$ cat src/rtl/rom_burst_reader.sv
// Burst read sequencer for a block-ROM port: issues LEN reads from BASE and streams them out.
// Optional read-check flag rd_err is built in when ROM_RD_CHECK_EN is defined.
module rom_burst_reader #(
  parameter int ADDR_W = 8,
  parameter int DATA_W = 16,
  parameter int LEN_W  = 9,
  parameter int RD_LAT = 1,
  parameter int DEPTH  = 4
) (
  input  logic              clk,
  input  logic              rst_n,
  input  logic              start,
  input  logic [ADDR_W-1:0] base_addr,
  input  logic [LEN_W-1:0]  len,
  output logic              busy,
  output logic              done,
  output logic              rom_en,
  output logic              rom_we,
  output logic [ADDR_W-1:0] rom_addr,
  output logic [DATA_W-1:0] rom_din,
  input  logic [DATA_W-1:0] rom_dout,
  input  logic              rom_valid,
  output logic [DATA_W-1:0] m_data,
  output logic              m_valid,
  input  logic              m_ready
`ifdef ROM_RD_CHECK_EN
  ,
  output logic              rd_err
`endif
);

  localparam int PTR_W = (DEPTH > 1) ? $clog2(DEPTH) : 1;
  localparam int CNT_W = $clog2(DEPTH + 1);
  localparam int CRD_W = $clog2(DEPTH + RD_LAT + 1);

  typedef enum logic [1:0] {IDLE, RUN, DRAIN, FIN} state_t;

  state_t            state;
  state_t            state_next;
  logic [ADDR_W-1:0] base_q;
  logic [LEN_W-1:0]  len_q;
  logic [LEN_W-1:0]  issued;
  logic [RD_LAT-1:0] pipe;
  logic [DATA_W-1:0] mem [DEPTH];
  logic [PTR_W-1:0]  wr_ptr;
  logic [PTR_W-1:0]  rd_ptr;
  logic [CNT_W-1:0]  count;
  logic [CRD_W-1:0]  inflight;
  logic [CRD_W-1:0]  credit_used;
  logic              accept;
  logic              push;
  logic              pop;
  logic              last_issue;

  assign accept     = (state == IDLE) && start;
  assign push       = pipe[RD_LAT-1];
  assign pop        = m_valid && m_ready;
  assign last_issue = rom_en && (issued == len_q - 1'b1);

  // Reads still in the BRAM pipe plus buffered words must never exceed FIFO room.
  always_comb begin
    inflight = '0;
    for (int i = 0; i < RD_LAT; i++) begin
      inflight = inflight + CRD_W'(pipe[i]);
    end
  end

  assign credit_used = inflight + CRD_W'(count);

  always_ff @(posedge clk) begin
    if (!rst_n) begin
      state <= IDLE;
    end else begin
      state <= state_next;
    end
  end

  always_comb begin
    state_next = state;
    case (state)
      IDLE:    if (start) state_next = (len == '0) ? FIN : RUN;
      RUN:     if (last_issue) state_next = DRAIN;
      DRAIN:   if ((pipe == '0) && ((count == '0) || ((count == CNT_W'(1)) && pop)))
                 state_next = FIN;
      FIN:     state_next = IDLE;
      default: state_next = IDLE;
    endcase
  end

  always_comb begin
    busy   = (state != IDLE);
    done   = (state == FIN);
    rom_en = (state == RUN) && (credit_used < CRD_W'(DEPTH));
  end

  assign rom_we   = 1'b0;
  assign rom_din  = '0;
  assign rom_addr = base_q + issued[ADDR_W-1:0];
  assign m_data   = mem[rd_ptr];
  assign m_valid  = (count != '0);

  always_ff @(posedge clk) begin
    if (!rst_n) begin
      base_q <= '0;
      len_q  <= '0;
      issued <= '0;
      pipe   <= '0;
      wr_ptr <= '0;
      rd_ptr <= '0;
      count  <= '0;
    end else begin
      if (accept) begin
        base_q <= base_addr;
        len_q  <= len;
        issued <= '0;
      end else if (rom_en) begin
        issued <= issued + 1'b1;
      end
      pipe[0] <= rom_en;
      for (int i = 1; i < RD_LAT; i++) begin
        pipe[i] <= pipe[i-1];
      end
      if (push) wr_ptr <= wr_ptr + 1'b1;
      if (pop)  rd_ptr <= rd_ptr + 1'b1;
      case ({push, pop})
        2'b10:   count <= count + 1'b1;
        2'b01:   count <= count - 1'b1;
        default: count <= count;
      endcase
    end
  end

  // Storage needs no reset; the pointers and count define what is valid.
  always_ff @(posedge clk) begin
    if (push) mem[wr_ptr] <= rom_dout;
  end

`ifdef ROM_RD_CHECK_EN
  always_ff @(posedge clk) begin
    if (!rst_n) begin
      rd_err <= 1'b0;
    end else if (accept) begin
      rd_err <= 1'b0;
    end else if (push && !rom_valid) begin
      rd_err <= 1'b1;
    end
  end
`else
  logic unused_rom_valid;
  assign unused_rom_valid = rom_valid;
`endif

endmodule

$ cat config.mk
export PLATFORM = sky130hd
export DESIGN_NAME = rom_burst_reader
export DESIGN_NICKNAME = d
export VERILOG_FILES = /design/src/rtl/rom_burst_reader.sv
export SDC_FILE = /design/constraint.sdc
export NUM_CORES = 1
export LEC_CHECK = 0
export CORE_MARGIN = 4
export CORE_UTILIZATION = 45
export CTS_BUF_LIST = sky130_fd_sc_hd__clkbuf_8 sky130_fd_sc_hd__clkbuf_16
export DETAILED_ROUTE_END_ITERATION = 12
export HOLD_SLACK_MARGIN = 0.12
export PLACE_DENSITY = 0.75
export RECOVER_POWER = 25
export SLEW_MARGIN = 40
export SYNTH_ARGS = -nofsm -noshare
export SYNTH_HDL_FRONTEND = slang
export SYNTH_SLANG_ARGS = --single-unit
$ cat constraint.sdc
create_clock -name clk -period 2.05 [get_ports clk]
set_clock_uncertainty 0.05 [all_clocks]
set_input_delay 0.41 -clock clk [delete_from_list [all_inputs] [get_ports clk]]
set_output_delay 0.41 -clock clk [all_outputs]
set_load 0.02 [all_outputs]
==> results of run 1 <==
## kinds of logic after synthesis
logic type / count (synthesis) / share of synthesized area
and+or+nand+nor: 106 / 0.1122
adders and majority gates: 24 / 0.06403
buffers and inverters: 47 / 0.05075
AOI/OAI and AO/OA: 49 / 0.07652
other: 1 / 0.0007801
muxes: 19 / 0.08121
DFF: 102 / 0.5580
xor gates and xnor gates: 31 / 0.05648
## metal layers
layer	track usage	vias to the layer above	routed length (µm)
met5	0	-	0
met4	0.03163	0	80
met3	0.04620	10	529
met2	0.2686	94	4952
met1	0.1967	1517	4029
li1	-	1531	-
## where the power goes
part | internal, mW | switching, mW | total [mW] | leakage (nW)
Sequential | 2.35 | 0.126 | 2.48 | 0.893
Combinational | 1.10 | 1.02 | 2.12 | 1.49
Clock | 0.458 | 0.706 | 1.16 | 0.0858
## through the flow
stage	setup WS, ns	instance area, µm²	util	setup TNS (ns)
floorplan	-0.06374	4908	-	-0.1117
global placement	-0.5634	5843	0.5635	-2.701
detailed placement	-0.5922	5843	0.5635	-3.141
CTS	-0.4536	6081	0.5864	-3.373
global route	-0.5735	6299	0.6074	-4.172
finish	-0.4627	6299	0.6074	-2.726
## synthesized netlist by cell type, types with 2 or more instances
library cell	count
sky130_fd_sc_hd__a21boi_1	18
sky130_fd_sc_hd__a21o_1	3
sky130_fd_sc_hd__a21oi_1	10
sky130_fd_sc_hd__and2_1	15
sky130_fd_sc_hd__buf_2	3
sky130_fd_sc_hd__buf_4	17
sky130_fd_sc_hd__clkbuf_1	8
sky130_fd_sc_hd__dfxtp_1	38
sky130_fd_sc_hd__edfxtp_1	64
sky130_fd_sc_hd__ha_1	23
sky130_fd_sc_hd__inv_1	18
sky130_fd_sc_hd__mux2i_1	3
sky130_fd_sc_hd__mux4_2	16
sky130_fd_sc_hd__nand2_1	47
sky130_fd_sc_hd__nand2b_1	3
sky130_fd_sc_hd__nand3_1	3
sky130_fd_sc_hd__nand4_1	6
sky130_fd_sc_hd__nor2_1	15
sky130_fd_sc_hd__nor3_1	3
sky130_fd_sc_hd__nor3b_1	2
sky130_fd_sc_hd__o21ai_0	3
sky130_fd_sc_hd__o21bai_1	2
sky130_fd_sc_hd__o31ai_1	2
sky130_fd_sc_hd__xnor2_1	15
sky130_fd_sc_hd__xor2_1	16
## final cells by class
class	count	area, µm²	share of cell area
sequential	102	2704	0.4293
clock inverter	6	55.05	0.008741
tap	136	170.2	0.02702
inverter	18	67.56	0.01073
timing repair buffer	114	1099	0.1744
multi-input combinational	246	2079	0.3302
clock buffer	9	123.9	0.01967
## critical path: stages, from the launching register on
cell and delay, ns:
sky130_fd_sc_hd__dfxtp_2 0.37, sky130_fd_sc_hd__ha_4 0.14, sky130_fd_sc_hd__inv_2 0.03, sky130_fd_sc_hd__fa_2 0.34, sky130_fd_sc_hd__inv_2 0.06, sky130_fd_sc_hd__a21oi_2 0.04, sky130_fd_sc_hd__o21bai_1 0.20, sky130_fd_sc_hd__a21o_1 0.15
sky130_fd_sc_hd__a21oi_2 0.06, sky130_fd_sc_hd__xnor2_2 0.13, sky130_fd_sc_hd__buf_4 0.16
## sequential cells by signal (all words and copies together), names as in the netlist, 2 cells and up, named ones only
signal,flops
issued,9
mem,64
len_q,9
base_q,8
count,3
state,2
rd_ptr,2
wr_ptr,2
## path summary, 6_finish.rpt
check | start | endpoint | slack (ns) | depth (start not counted)
min | base_q[4]$_SDFFE_PN0P_ | base_q[4]$_SDFFE_PN0P_ | 0.42 | 2
max reg2reg | len_q[1]$_SDFFE_PN0P_ | state[1]$_SDFFE_PN0P_ | 0.04 | 8
min reg2reg | base_q[4]$_SDFFE_PN0P_ | base_q[4]$_SDFFE_PN0P_ | 0.42 | 2
max | base_q[0]$_SDFFE_PN0P_ | rom_addr[6] | -0.46 | 10
## what timing repair did
action                                  in CTS  in global routing
endpoints found under the setup margin      28                 29
pin swaps                                   16                 16
gates resized for setup                    136                 61
setup buffers                                5                 11
gates cloned                                 1                  0
==> run_summary.xml, run 1 <==
<?xml version="1.0" encoding="UTF-8"?>
<metrics>
  <group name="synth">
    <metric name="count_of_flip_flops_with_a_built_in_enable_after_synthesis" unit="">64</metric>
    <metric name="dominantRegCellSynth" unit="">sky130_fd_sc_hd__edfxtp_1</metric>
    <metric name="synthDominantAreaCellType" unit="">sky130_fd_sc_hd__edfxtp_1</metric>
    <metric name="synth.area.top_cells" unit="">sky130_fd_sc_hd__edfxtp_1 (40%), sky130_fd_sc_hd__dfxtp_1 (16%), sky130_fd_sc_hd__mux4_2 (7.5%)</metric>
    <metric name="part_of_the_yosys_area_used_for_sequential_elements" unit="">0.5580</metric>
    <metric name="syn_warnings" unit="">0</metric>
    <metric name="post_synth_num_cell_types" unit="">51</metric>
    <metric name="synth_top_cell_area_share" unit="">0.3998</metric>
    <metric name="syn-instance-count" unit="">379</metric>
    <metric name="postSynthAreaPerCell" unit="µm²">12.68</metric>
    <metric name="asyncSetResetFlopFracSynth" unit="">0</metric>
    <metric name="synthesis.area" unit="µm²">4807</metric>
    <metric name="synth-seq-cells" unit="">102</metric>
  </group>
  <group name="detailed_routing">
    <metric name="drcViolationCount" unit="">0</metric>
    <metric name="detailroute.via_count" unit="">3152</metric>
    <metric name="initialDrtViolationCount" unit="">166</metric>
    <metric name="vias_per_cell" unit="">4.995</metric>
    <metric name="ant_nets" unit="">0</metric>
    <metric name="drt-pass1-iter-count" unit="">6</metric>
    <metric name="drt_wl_total" unit="µm">9592</metric>
    <metric name="wire_per_inst" unit="µm">15.20</metric>
  </group>
  <group name="sta">
    <metric name="fin_worst_hold_slack" unit="ns">0.4194</metric>
    <metric name="timing.final.max_slew_violations" unit="">0</metric>
    <metric name="timing.max_slew.rel_slack" unit="">0.4686</metric>
    <metric name="post-route-worst-setup-slack" unit="ns">-0.4627</metric>
    <metric name="finalSetupViolCount" unit="">15</metric>
    <metric name="min_period" unit="ns">2.513</metric>
    <metric name="grt_setup_unrepaired" unit="">yes</metric>
    <metric name="timing.fmax" unit="MHz">398.0</metric>
    <metric name="transition_time_at_the_pin_with_the_least_slew_margin" unit="ns">0.7971</metric>
    <metric name="timing.final.hold_violations" unit="">0</metric>
    <metric name="layout_worst_path_cycle_share" unit="">1.226</metric>
  </group>
  <group name="pwr">
    <metric name="static-leakage-power" unit="nW">2.468</metric>
    <metric name="vdd_ir_drop_max" unit="V">0.0004770</metric>
    <metric name="overall_power_consumption" unit="mW">5.765</metric>
    <metric name="power.density" unit="nW/µm²">915.3</metric>
  </group>
  <group name="cells_and_area">
    <metric name="antenna-diode-count" unit="">0</metric>
    <metric name="layout.nets" unit="">553</metric>
    <metric name="final_common_cell" unit="">sky130_fd_sc_hd__edfxtp_1</metric>
    <metric name="drive_above_1_share" unit="">0.3030</metric>
    <metric name="layout.cells.most_common_list" unit="">sky130_fd_sc_hd__edfxtp_1 (64), sky130_fd_sc_hd__nand2_1 (47), sky130_fd_sc_hd__buf_4 (41)</metric>
    <metric name="post_layout_nonfiller_instances" unit="">631</metric>
    <metric name="filler_cell_count" unit="">802</metric>
    <metric name="syn2layout_area_growth" unit="%">31.03</metric>
  </group>
  <group name="global_route">
    <metric name="grt_start_max_net_pins" unit="">19</metric>
    <metric name="grt_total_ovfl" unit="">0</metric>
    <metric name="first_global_vias" unit="">3218</metric>
    <metric name="global_route_wire_length_before_repair" unit="µm">15620</metric>
    <metric name="grt_antenna_before_repair" unit="">0</metric>
    <metric name="globalRouteTotalUtil" unit="">0.1559</metric>
  </group>
  <group name="clock_tree">
    <metric name="tritoncts_clock_tree" unit="">done</metric>
    <metric name="clockRootBuffer" unit="">sky130_fd_sc_hd__clkbuf_8</metric>
    <metric name="holdBufCountCts" unit="">0</metric>
    <metric name="clock_insertion_delay_worst_skew" unit="ns">0.36</metric>
    <metric name="clk_pin_slew" unit="ns">0.10</metric>
    <metric name="cts_max_level" unit="">3</metric>
    <metric name="tritoncts.num_buffers" unit="">9</metric>
    <metric name="clock_path_buffers" unit="">2</metric>
    <metric name="number_of_clock_sinks" unit="">102</metric>
  </group>
  <group name="die">
    <metric name="floorplan.initialDensity" unit="">0.4636</metric>
    <metric name="die_area" unit="µm²">12400</metric>
    <metric name="io_pins" unit="">83</metric>
    <metric name="die_x" unit="µm">111.4</metric>
    <metric name="rows" unit="">37</metric>
    <metric name="core_area" unit="µm²">10370</metric>
    <metric name="die_h" unit="µm">111.4</metric>
  </group>
  <group name="place">
    <metric name="portBuffers" unit="">64</metric>
    <metric name="gp_congestion" unit="">0.7841</metric>
    <metric name="place_inst" unit="">603</metric>
    <metric name="place.detailed.hpwl" unit="µm">6551</metric>
  </group>
  <group name="flow_run">
    <metric name="timing.max_cap.violations" unit="">0</metric>
  </group>
  <group name="critical_path">
    <metric name="critical_path.startpoint_type" unit="">flop</metric>
    <metric name="endpoint_class_of_the_critical_path" unit="">output pin</metric>
    <metric name="crit_path_max_fanout" unit="">2</metric>
    <metric name="setup.worst_path.class" unit="">reg -&gt; out</metric>
    <metric name="cp.required" unit="ns">1.59</metric>
    <metric name="worst_ep_arrival_time" unit="ns">2.05</metric>
  </group>
  <group name="run_status">
    <metric name="violations_in_the_final_reports" unit="">negative setup slack</metric>
    <metric name="result_of_the_run" unit="">finished, violations left</metric>
  </group>
  <group name="min_path">
    <metric name="min-delay-path-class" unit="">reg -&gt; reg</metric>
  </group>
</metrics>
Power figures use the tool's default switching activity.
==> run 2, diff against run 1 <==
CAP_MARGIN = 20   (was default)
CTS_CLUSTER_SIZE = 12   (was default)
==> results of run 2 <==
The final DEF is identical to that of run 1; final timing and power are the same.
